===== src/rtl/pong_game_ctrl.sv =====
// Match-level Pong controller: sequences START/SERVE/PLAY/DONE, keeps both
// scores, picks the serve direction and declares the match winner.
module pong_game_ctrl #(
  parameter logic [3:0]      WIN_SCORE   = 4'd7,
  parameter int unsigned     DELAY_W     = 24,
  parameter logic [DELAY_W-1:0] SERVE_DELAY = DELAY_W'(12_500_000)
) (
  input  logic       clk,
  input  logic       rst,
  input  logic       start,
  input  logic [1:0] ballStatus,
  output logic [1:0] state,
  output logic       serve,
  output logic [3:0] score1,
  output logic [3:0] score2,
  output logic [1:0] winner
);

  localparam int unsigned SCORE_W = 4;
  localparam int unsigned WIN_W   = 2;

  typedef enum logic [1:0] {
    ST_START = 2'b00,
    ST_SERVE = 2'b01,
    ST_PLAY  = 2'b10,
    ST_DONE  = 2'b11
  } game_state_t;

  game_state_t        cur_state, nxt_state;
  logic [DELAY_W-1:0] cnt_q, cnt_n;
  logic               serve_q, serve_n;
  logic [SCORE_W-1:0] score1_q, score1_n;
  logic [SCORE_W-1:0] score2_q, score2_n;
  logic [WIN_W-1:0]   winner_q, winner_n;
  logic               start_prev;
  logic               start_edge_c;
  logic [SCORE_W-1:0] score1_inc_c, score2_inc_c;

  assign start_edge_c = start & ~start_prev;
  assign score1_inc_c = score1_q + SCORE_W'(1);
  assign score2_inc_c = score2_q + SCORE_W'(1);

  // State and datapath registers; start_prev resets high so a held button never fires.
  always_ff @(posedge clk or negedge rst) begin
    if (!rst) begin
      cur_state  <= ST_START;
      cnt_q      <= '0;
      serve_q    <= 1'b0;
      score1_q   <= '0;
      score2_q   <= '0;
      winner_q   <= '0;
      start_prev <= 1'b1;
    end else begin
      cur_state  <= nxt_state;
      cnt_q      <= cnt_n;
      serve_q    <= serve_n;
      score1_q   <= score1_n;
      score2_q   <= score2_n;
      winner_q   <= winner_n;
      start_prev <= start;
    end
  end

  // Next-state and next-value logic.
  always_comb begin
    nxt_state = cur_state;
    cnt_n     = cnt_q;
    serve_n   = serve_q;
    score1_n  = score1_q;
    score2_n  = score2_q;
    winner_n  = winner_q;

    case (cur_state)
      ST_START: begin
        score1_n = '0;
        score2_n = '0;
        winner_n = '0;
        if (start_edge_c) begin
          nxt_state = ST_SERVE;
          cnt_n     = '0;
          serve_n   = 1'b0;
        end
      end

      ST_SERVE: begin
        if (cnt_q == SERVE_DELAY - DELAY_W'(1)) begin
          nxt_state = ST_PLAY;
          cnt_n     = '0;
        end else begin
          cnt_n = cnt_q + DELAY_W'(1);
        end
      end

      // Leaving PLAY on the scoring edge makes a lingering status count once.
      ST_PLAY: begin
        case (ballStatus)
          2'b01: begin
            score1_n = score1_inc_c;
            serve_n  = 1'b0;
            cnt_n    = '0;
            if (score1_inc_c == WIN_SCORE) begin
              winner_n  = 2'b01;
              nxt_state = ST_DONE;
            end else begin
              nxt_state = ST_SERVE;
            end
          end
          2'b10: begin
            score2_n = score2_inc_c;
            serve_n  = 1'b1;
            cnt_n    = '0;
            if (score2_inc_c == WIN_SCORE) begin
              winner_n  = 2'b10;
              nxt_state = ST_DONE;
            end else begin
              nxt_state = ST_SERVE;
            end
          end
          default: ;
        endcase
      end

      ST_DONE: begin
        if (start_edge_c) begin
          nxt_state = ST_START;
          score1_n  = '0;
          score2_n  = '0;
          winner_n  = '0;
        end
      end

      default: nxt_state = ST_START;
    endcase
  end

  assign state  = cur_state;
  assign serve  = serve_q;
  assign score1 = score1_q;
  assign score2 = score2_q;
  assign winner = winner_q;

endmodule


===== config.mk =====
export PLATFORM = sky130hd
export DESIGN_NAME = pong_game_ctrl
export DESIGN_NICKNAME = d
export VERILOG_FILES = /design/src/rtl/pong_game_ctrl.sv
export SDC_FILE = /design/constraint.sdc
export NUM_CORES = 1
export LEC_CHECK = 0
export BUFFER_PORTS_ARGS = -buffer_cell sky130_fd_sc_hd__buf_2
export CORE_MARGIN = 4
export CORE_UTILIZATION = 38
export CTS_BUF_LIST = sky130_fd_sc_hd__clkbuf_4
export CTS_CLUSTER_DIAMETER = 200
export DETAILED_ROUTE_END_ITERATION = 10
export PLACE_DENSITY = 0.65
export RECOVER_POWER = 25
export SYNTH_ARGS = -nofsm -noshare
export SYNTH_HDL_FRONTEND = slang
export SYNTH_SLANG_ARGS = --single-unit
export TNS_END_PERCENT = 30

===== constraint.sdc =====
create_clock -name clk -period 1.9 [get_ports clk]
set_clock_uncertainty 0.05 [all_clocks]
set_input_delay 0 -clock clk [delete_from_list [all_inputs] [get_ports clk]]
set_output_delay 0 -clock clk [all_outputs]
set_load 0.02 [all_outputs]

==> impl_results.md, run 1 <==
- Critical Path End Type: flop
- Rel. slew slack: 0.266
- Failing checks: setup timing
- Tightest Pin Transition: 1.10 ns
- DRC violations left: 0
- #FFs+latches synth: 38
- Crit-path cells: or4b_4 > nor4_4 > a211oi_4 > nor2_4 > buf_4 > nor2_1
- Gr ovfl total: 0
- Final Hold Violating Endpoints: 0
- Req. time, crit path: 2.10 ns
- Post-synth net total: 249
- Largest net degree at the start of global routing: 22
- EDFF count, synth: 0
- Port bufs: 17
- Share of layout cells above drive strength 1: 0.272
- Most frequent cell after synthesis: dfrtp_1
- Rows: 27
- PD cells: 782 nW/um2
- Final setup fails: 14
- Largest fanout on the critical path: 6
- ANT nets after route: 0
- Io pins: 18
- Worst setup margin: -0.0121 ns
- Ys async rst share: 1.00
- Wirelength, routed: 4.97 mm
- Cell taking the most area after synthesis: dfrtp_1
- Total power draw: 2.14 mW
- CTS root buf: clkbuf_4
- Status: finished, violations left
- DP Wirelength: 3.64 mm
- Fmax: 523 MHz
- Yosys top cell area share: 0.414
- Via/cell ratio: 5.22
- DIE AREA: 7180 um2
- Crit Path Category: flop to flop
- CTS tree: yes
- Place WS: -0.00869 ns
- Ant diodes: 0
- Layout area overhead: 22.2%
- Avg Cell Area, Syn: 9.44 um2
- Maximum clock insertion buffer count: 2
- RePlAce Congestion: 0.882
- Cell Count, Final, Fillers Out: 359
- Initial core utilization: 0.399
- Hold Path Class: input port to flop
- Post-Syn Instances: 237
- Global-route usage over all layers: 0.152
- YS warnings: 0
- Buffers inserted by post-CTS timing repair: 0
- Placed Cells: 349
- Clk Latency, worst-skew pair: 0.35 ns
- Top post-synthesis cells by count: dfrtp_1, nor2_1, inv_1, xnor2_1, o21ai_0
- Clock-pin slew on the worst setup and hold paths: 0.13 ns
- Maxcap violations: 0
- Fin crit period: 1.91 ns
- Worst EP arrival: 2.11 ns
- Distinct cells, synth: 53
- Final Net Count: 298
- Period utilisation layout: 1.01
- RSZ-0062 raised after global routing: yes
- Main synth FF type: dfrtp_1
- Initial antenna violation count: 0
- Sequential fraction of the synthesis area: 0.426
- Vias in the first global route: 1,945
- First-pass DRT Iterations: 4
- Slowest cell on crit path: or4b_4
- First-pass GRT wire length: 8.87 mm
- Vert. Die Dim: 84.7 um
- Core area: 5610 um2
- CTS Buf Count: 5
- H-tree depth: 2
- Max IR drop VDD: 0.508 mV
- Critical Path Source Type: flop
- Via count: 1,875
- Routed length per instance: 13.8 um
- P_leak: 1.21 nW
- Max stage delay on crit path: 0.53 ns
- CTS Sinks: 38
- Top cells by area, synth: dfrtp_1, xnor2_1, nor2_1
- Mapped Area: 2240 um2
- Slew Viols, Final: 0
- DR iter-0 viols: 54
- Die width: 84.7 um
-- power by group --
| group | internal [mW] | switching, mW | total (mW) |
|---|---|---|---|
| Clock | 0.273 | 0.294 | 0.567 |
| Combinational | 0.259 | 0.354 | 0.613 |
| Sequential | 0.884 | 0.0733 | 0.957 |
| Total | 1.42 | 0.721 | 2.14 |
-- final cells by class --
cell class | count | area [um2]
Fill cell | 540 | 2870
Multi-Input combinational cell | 173 | 1190
Sequential cell | 38 | 953
Timing Repair Buffer | 51 | 355
Tap cell | 72 | 90.1
Inverter | 17 | 63.8
Clock inverter | 3 | 40.0
Clock buffer | 5 | 37.5
-- state kept, by name, summed over array words and instances (netlist names) --
| name | count |
|---|---|
| winner | 2 |
| cnt_q | 24 |
| state | 2 |
| start_prev | 1 |
| serve | 1 |
| score2 | 4 |
| score1 | 4 |
-- layout by cell type (no fill, tap or decap), types with 2 or more instances in the layout --
master and instances:
o21ai_1 3, nor2b_1 2, xor2_1 3, buf_4 31, nor3_1 7, nor4_4 2
nand3_1 7, nand3b_1 3, buf_2 15, nor2_1 24, xnor2_1 17, nor4_1 5
clkinv_2 2, clkbuf_1 2, clkbuf_4 5, nand2_1 12, nand2b_1 2, a211oi_1 2
or4_1 2, o21ai_0 14, nor2_2 3, o22ai_1 6, inv_1 17, nor4_2 5
dfrtp_1 36, dlygate4sd3_1 2, and2_1 2, nand4_1 8, a21oi_1 10, ha_1 7
or2_2 3
-- metrics by stage --
step	util	hold WS (ns)	TNS [ns]	cell area (um2)
after floorplan	-	-0.346	-0.0333	2250
after global placement	0.468	-0.0696	0	2630
after detailed placement	0.468	-0.0690	-0.0345	2630
after CTS	0.486	0.0585	-0.459	2720
after global routing	0.488	0.230	-2.43	2730
final	0.488	0.210	-0.0888	2730
-- final timing paths --
check	to	from	cells past startpoint	slack [ns]
worst max-delay path	cnt_q[12]$_DFFE_PN0P_	cnt_q[5]$_DFFE_PN0P_	6	-0.01
worst min-delay path	winner[0]$_DFFE_PN0P_	ballStatus[1]	3	0.21
worst max register to register	cnt_q[12]$_DFFE_PN0P_	cnt_q[5]$_DFFE_PN0P_	6	-0.01
worst min register to register	winner[1]$_DFFE_PN0P_	winner[1]$_DFFE_PN0P_	2	0.48
max in group asynchronous	start_prev$_DFF_PN1_	rst	3	0.74
min in group asynchronous	cnt_q[5]$_DFFE_PN0P_	rst	2	0.31
-- routing by layer --
metal / global-route usage / vias to the layer above / part of all wire
met5: 0 / - / 0
met4: 0.0561 / 0 / 0.014
met1: 0.189 / 883 / 0.46
met2: 0.251 / 44 / 0.47
met3: 0.0412 / 6 / 0.047
li1: - / 942 / -
-- worst max-delay path, delay by kind of cell (launching register included) --
family	cells	cell delay, ns
buffers and inverters	1	0.17
AND/OR/NAND/NOR	4	1.05
AO/OA/AOI/OAI	1	0.13
flip-flops	1	0.42
-- repair_timing --
| item | in CTS | in global routing |
|---|---|---|
| hold endpoints to repair | 38 | 0 |
| pin swaps | 1 | 1 |
| gates resized for setup | 0 | 3 |
| endpoints found under the setup margin | 22 | 26 |
| hold buffers | 2 | 0 |
-- cells by family (layout without fill, tap and decap cells) --
family | count (synthesis) | in the layout | synth area share
AOI/OAI and AO/OA | 48 | 48 | 0.131
xor gates and xnor gates | 20 | 20 | 0.0783
adders and majority gates | 7 | 7 | 0.0391
buffers and inverters | 26 | 76 | 0.0514
DFF | 38 | 38 | 0.426
muxes | 1 | 1 | 0.00503
and+or+nand+nor | 97 | 97 | 0.269
Power figures use the tool's default switching activity.
==> inputs of run 2 (changes only) <==
--- a/config.mk
+++ b/config.mk
@@ -13,6 +13,7 @@
 export DETAILED_ROUTE_END_ITERATION = 10
 export PLACE_DENSITY = 0.65
 export RECOVER_POWER = 25
+export SETUP_SLACK_MARGIN = 0.05
 export SYNTH_ARGS = -nofsm -noshare
 export SYNTH_HDL_FRONTEND = slang
 export SYNTH_SLANG_ARGS = --single-unit
==> run 2 against run 1 <==
Compared with the run above: the flow still finishes with violations (setup timing); flip-flop and latch count is the same; clock-buffer cell count is 1 higher; sequential share of layout area up 0.080 points; core utilization fell by 0.11 points; wire length decreased by 1.1%; die area unchanged; non-clock buffer count decreased by 1.
==> impl_results.md, run 2 (synthesized netlist as in run 1, its figures left out) <==
- Status: finished, violations left
- Failing checks: setup timing
- Maximum clock insertion buffer count: 2 (unchanged)
- Port bufs: 17 (unchanged)
- ANT nets after route: 0 (unchanged)
- Worst r2r src: cnt_q[8]$_DFFE_PN0P_
- Period utilisation layout: 1.02 (+0.0124)
- CP startpoint: cnt_q[8]$_DFFE_PN0P_
- Register Area: 953 um2 (unchanged)
- Rows: 27 (unchanged)
- Share of layout cells above drive strength 1: 0.287 (+0.0149)
- CTS root buf: clkbuf_4
- # fillers: 556 (+3.0%)
- CP delay by family, top: simple AND/OR/NAND/NOR gates
- Final Hold Violating Endpoints: 0 (unchanged)
- Fin crit period: 1.94 ns (+0.0236 ns)
- Max reg flops: 24 (unchanged)
- Final Net Count: 297 (-0.34%)
- Layout area overhead: 21.9%
- Setup TNS: -0.278 ns (-0.189 ns)
- Crit-path cells: or4b_4 > nor4_4 > a211oi_4 > buf_4 > mux2_2
- CTS tree: yes
- CTS Sinks: 38 (unchanged)
- Clock-pin slew on the worst setup and hold paths: 0.13 ns (about the same)
- Largest net degree at the start of global routing: 23 (+4.5%)
- Multi-input logic area: 1200 um2 (+0.94%)
- Most frequent cells in the layout: dfrtp_1, buf_4, nor2_1, inv_1, xnor2_1
- Rel. slew slack: 0.183 (-0.0832)
- Clk Latency, worst-skew pair: 0.35 ns (about the same)
- Io pins: 18 (unchanged)
- Max stage delay on crit path: 0.55 ns (+0.02 ns)
- Wirelength, routed: 4.91 mm (-1.1%)
- Initial core utilization: 0.399 (unchanged)
- Maxcap violations: 0 (unchanged)
- First-pass GRT wire length: 8.70 mm (-1.9%)
- Initial antenna violation count: 0 (unchanged)
- Largest fanout on the critical path: 3 (-3)
- Final core area utilization: 0.486 (-0.00112)
- RePlAce Congestion: 0.837 (-5.2%)
- Via count: 1,890 (+0.80%)
- Critical Path End Type: flop
- Core area: 5610 um2 (unchanged)
- WP buf/inv: 1 (unchanged)
- Worst EP arrival: 2.12 ns (about the same)
- Crit Path Category: flop to flop
- P_leak: 1.19 nW (-2.3%)
- DP Wirelength: 3.59 mm (-1.5%)
- Fmax: 517 MHz (-1.2%)
- RSZ-0062 raised after global routing: yes
- PD cells: 751 nW/um2 (-3.9%)
- Critical Path Source Type: flop
- Req. time, crit path: 2.08 ns (-0.02 ns)
- Via/cell ratio: 5.28 (+1.1%)
- Final setup fails: 22 (+8)
- Vias in the first global route: 1,872 (-3.8%)
- Worst Min Path Start: ballStatus[1]
- Die width: 84.7 um (unchanged)
- Vert. Die Dim: 84.7 um (unchanged)
- Tightest Pin Transition: 1.23 ns (+0.125 ns)
- Hold Path Class: input port to flop
- H-tree depth: 2 (unchanged)
- Global-route usage over all layers: 0.147 (-0.00411)
- Slew Viols, Final: 0 (unchanged)
- DRC violations left: 0 (unchanged)
- Ant diodes: 0 (unchanged)
- CTS Buf Count: 5 (unchanged)
- DIE AREA: 7180 um2 (unchanged)
- Worst setup margin: -0.0357 ns (-0.0236 ns)
- Gr ovfl total: 0 (unchanged)
- Largest Register: cnt_q
- Max IR drop VDD: 0.367 mV (-28%)
- DR iter-0 viols: 78 (+44%)
- Leading cell type in the layout, fill and taps excluded: dfrtp_1
- Routed length per instance: 13.7 um (-0.87%)
- First-pass DRT Iterations: 4 (unchanged)
- Slowest cell on crit path: or4b_4
## run 2: layer usage
metal	routed length, um	part of all wire	vias up	global-route usage
li1	-	-	940	-
met1	2260	0.46	916	0.191
met2	2420	0.49	27	0.248
met3	167	0.034	7	0.0294
met4	57	0.012	0	0.0446
met5	0	0	-	0
## run 2: area by class of cell
class	instances	share of cell area
flip-flops and latches	38	0.350
clock inverters	2	0.00321
well taps	72	0.0330
multi-input cells	173	0.442
repair buffers	50	0.133
clock buffers	6	0.0165
inverters	17	0.0234
## run 2: path summary, 6_finish.rpt
kind | end | slack [ns] | depth (start not counted)
setup / recovery | cnt_q[0]$_DFFE_PN0P_ | -0.04 | 5
hold / removal | winner[0]$_DFFE_PN0P_ | 0.23 | 3
setup reg to reg | cnt_q[0]$_DFFE_PN0P_ | -0.04 | 5
hold reg to reg | winner[1]$_DFFE_PN0P_ | 0.47 | 2
max in group asynchronous | cnt_q[5]$_DFFE_PN0P_ | 0.61 | 2
min in group asynchronous | cnt_q[1]$_DFFE_PN0P_ | 0.37 | 2
## run 2: report_power, final
group          leakage [nW]  internal, mW  switching, mW
clock network        0.0331         0.154          0.269
logic                 0.643         0.299          0.375
registers             0.510         0.884         0.0685
## run 2: timing repair
action	in CTS	in global routing
resized for setup	1	6
pin swaps	1	3
hold buffers	2	0
buffers inserted	0	0
hold endpoints to repair	29	0
endpoints found under the setup margin	25	27
## run 2: through the flow
stage	power [mW]	std cells	hold WS [ns]	setup slack, ns	cell area, um2
6_report	2.05	358	0.229	-0.0357	2730
5_1_grt	2.19	358	0.246	-0.121	2730
4_1_cts	2.07	358	0.110	-0.0539	2710
3_5_place_dp	1.64	348	-0.0426	-0.0370	2630
3_3_place_gp	1.62	348	-0.0509	-0.0143	2630
2_1_floorplan	1.36	237	-0.346	0.00149	2260
## run 2: worst min-delay path, cell delays in order
cell	delay [ns]
buf_2	0.09
ha_1	0.34
o32ai_1	0.16
==> inputs of run 3 (changes only) <==
--- a/config.mk
+++ b/config.mk
@@ -11,9 +11,10 @@
 export CTS_BUF_LIST = sky130_fd_sc_hd__clkbuf_4
 export CTS_CLUSTER_DIAMETER = 200
 export DETAILED_ROUTE_END_ITERATION = 10
-export PLACE_DENSITY = 0.65
+export PLACE_DENSITY = 0.63
 export RECOVER_POWER = 25
 export SETUP_SLACK_MARGIN = 0.05
+export SKIP_CTS_REPAIR_TIMING = 1
 export SYNTH_ARGS = -nofsm -noshare
 export SYNTH_HDL_FRONTEND = slang
 export SYNTH_SLANG_ARGS = --single-unit
==> constraint.sdc (replaced) <==
create_clock -name clk -period 2 [get_ports clk]
set_clock_uncertainty 0.05 [all_clocks]
set_input_delay 0 -clock clk [delete_from_list [all_inputs] [get_ports clk]]
set_output_delay 0 -clock clk [all_outputs]
set_load 0.02 [all_outputs]
==> run 3 against run 2 <==
Compared with the run above: the run now ends clean; critical path depth grew 1; first-iteration DRC count is 2.6% lower; clock power rose by 24%; wire length grew 2.0%; sequential power is 4.4% lower; global-route usage fell by 0.25 points; register-to-register slack gained 0.06 ns; cell area shrank 1.2%; largest cell class unchanged; largest power group unchanged; highest routed layer unchanged.
==> impl_results.md, run 3 (synthesized netlist as in run 1, its figures left out) <==
- Layout area overhead: 20.5%
- DR iter-0 viols: 76 (-2.6%)
- CTS Buf Count: 5 (unchanged)
- First-pass DRT Iterations: 4 (unchanged)
- CTS Sinks: 38 (unchanged)
- Setup TNS: 0 ns (+0.278 ns)
- DRC violations left: 0 (unchanged)
- Met3 GRT Util: 0.0226 (-0.00687)
- Pint: 1.35 mW (+0.68%)
- Status: completed
- Maximum clock insertion buffer count: 2 (unchanged)
- Cell Count, Final, Fillers Out: 356 (-0.56%)
- NetSw: 0.678 mW (-4.7%)
- PD cells: 751 nW/um2 (about the same)
- Share of layout cells above drive strength 1: 0.250 (-0.0367)
- Global-route usage over all layers: 0.145 (-0.00253)
- Final Net Count: 295 (-0.67%)
- Ant diodes: 0 (unchanged)
- Maxcap violations: 0 (unchanged)
- Cell Area, Placed: 2560 um2 (-2.9%)
- Core area: 5610 um2 (unchanged)
- Slew Viols, Final: 0 (unchanged)
- Sequential Power Share: 0.449 (-0.016)
- Hold Path Class: input port to flop
- Critical Path End Type: flop
- Non-Filler Cell Area, Final: 2700 um2 (-1.2%)
- Routed length per instance: 14.1 um (+2.6%)
- Rows: 27 (unchanged)
- Max reg flops: 24 (unchanged)
- Vias in the first global route: 1,794 (-4.2%)
- Placed Cells: 343 (-1.4%)
- Clk Latency, worst-skew pair: 0.34 ns (about the same)
- Port bufs: 17 (unchanged)
- Largest fanout on the critical path: 10 (+7)
- H-tree depth: 2 (unchanged)
- Worst EP arrival: 2.17 ns (+0.05 ns)
- Critical Path Source Type: flop
- Final Hold Violating Endpoints: 0 (unchanged)
- RePlAce Congestion: 0.799 (-4.5%)
- CTS root buf: clkbuf_4
- Io pins: 18 (unchanged)
- Worst r2r src: cnt_q[5]$_DFFE_PN0P_
- Tightest Pin Transition: 0.960 ns (-0.266 ns)
- Via/cell ratio: 5.24 (-0.66%)
- DIE AREA: 7180 um2 (unchanged)
- Switching Share: 0.335 (-0.0123)
- Final setup fails: 0 (-100%)
- Clock share of power: 0.258 (+0.052)
- Worst R2R Setup Slack: 0.02 ns (+0.06 ns)
- Final core area utilization: 0.481 (-0.00580)
- RSZ-0062 raised after global routing: yes
- Largest net degree at the start of global routing: 39 (+70%)
- Wirelength, routed: 5.01 mm (+2.0%)
- Gr ovfl total: 0 (unchanged)
- Die width: 84.7 um (unchanged)
- Gr busiest metal: met2
- Period utilisation layout: 0.990 (-0.0287)
- Largest Register: cnt_q
- Via count: 1,867 (-1.2%)
- Fmax: 505 MHz (-2.3%)
- Clock-pin slew on the worst setup and hold paths: 0.12 ns (about the same)
- Leading cell type in the layout, fill and taps excluded: dfrtp_1
- Combinational power share: 0.292 (-0.037)
- Rel. slew slack: 0.360 (+0.177)
- Worst Min Path Start: start
- CP startpoint: cnt_q[5]$_DFFE_PN0P_
- First-pass GRT wire length: 8.45 mm (-2.9%)
- GR Layer Usage met2: 0.228 (-0.0192)
- Initial core utilization: 0.399 (unchanged)
- Crit Path Category: flop to flop
- P_leak: 1.16 nW (-1.8%)
- ANT nets after route: 0 (unchanged)
- DP Wirelength: 3.60 mm (+0.29%)
- Initial antenna violation count: 0 (unchanged)
- CTS tree: yes
- Req. time, crit path: 2.19 ns (+0.11 ns)
- Max IR drop VDD: 0.623 mV (+69%)
- Most frequent cells in the layout: dfrtp_1, buf_4, nor2_1, inv_1, xnor2_1
- Vert. Die Dim: 84.7 um (unchanged)
- Fin crit period: 1.98 ns (+0.0446 ns)
- Routing usage on met1: 0.200 (+0.00899)
run 3: cell types whose count changed in the layout (fill, tap and decap cells not counted), sizes merged:
cell    change
buf         -8
clkbuf      +5
bufinv      +1
run 3: final timing paths:
kind	endpoint	cells past startpoint
setup reg to reg	cnt_q[12]$_DFFE_PN0P_	6
setup / recovery	cnt_q[12]$_DFFE_PN0P_	6
max in group asynchronous	cnt_q[8]$_DFFE_PN0P_	2
hold / removal	start_prev$_DFF_PN1_	2
hold reg to reg	winner[1]$_DFFE_PN0P_	2
min in group asynchronous	score1[3]$_DFFE_PN0P_	2
run 3: power groups by stage:
stage | Combinational [mW] | Clock [mW] | Sequential (mW)
floorplan | 0.331 | 0 | 0.942
finish | 0.592 | 0.523 | 0.910
global route | 0.647 | 0.569 | 0.921
global placement | 0.540 | 0 | 0.920
CTS | 0.552 | 0.544 | 0.908
detailed placement | 0.547 | 0 | 0.924
run 3: per-layer routing:
layer	wire (um)	up-vias
li1	-	937
met1	2460	897
met2	2350	29
met3	127	4
met4	65	0
met5	0	-
run 3: stage by stage:
stage / power (mW) / setup slack [ns] / hold slack (ns)
after global routing: 2.14 / -0.0455 / 0.252
after global placement: 1.46 / 0.0841 / 0.0670
final: 2.02 / 0.0197 / 0.242
after detailed placement: 1.47 / 0.0361 / 0.0664
after CTS: 2.00 / 0.00527 / -0.322
after floorplan: 1.27 / 0.0631 / -0.346
run 3: final cells by class:
class,instances,area [um2]
Inverter,17,63.8
Timing Repair Buffer,48,323
Tap cell,72,90.1
Multi-Input combinational cell,173,1190
Fill cell,554,2910
Clock buffer,5,37.5
Clock inverter,3,40.0
Sequential cell,38,952
run 3: worst max-delay path: stages, from the launching register on:
cell and delay (ns):
dfrtp_1 0.42, or4b_4 0.54, nor4_4 0.34, a211oi_4 0.14, nor2_4 0.16, buf_6 0.16, nor2_1 0.05
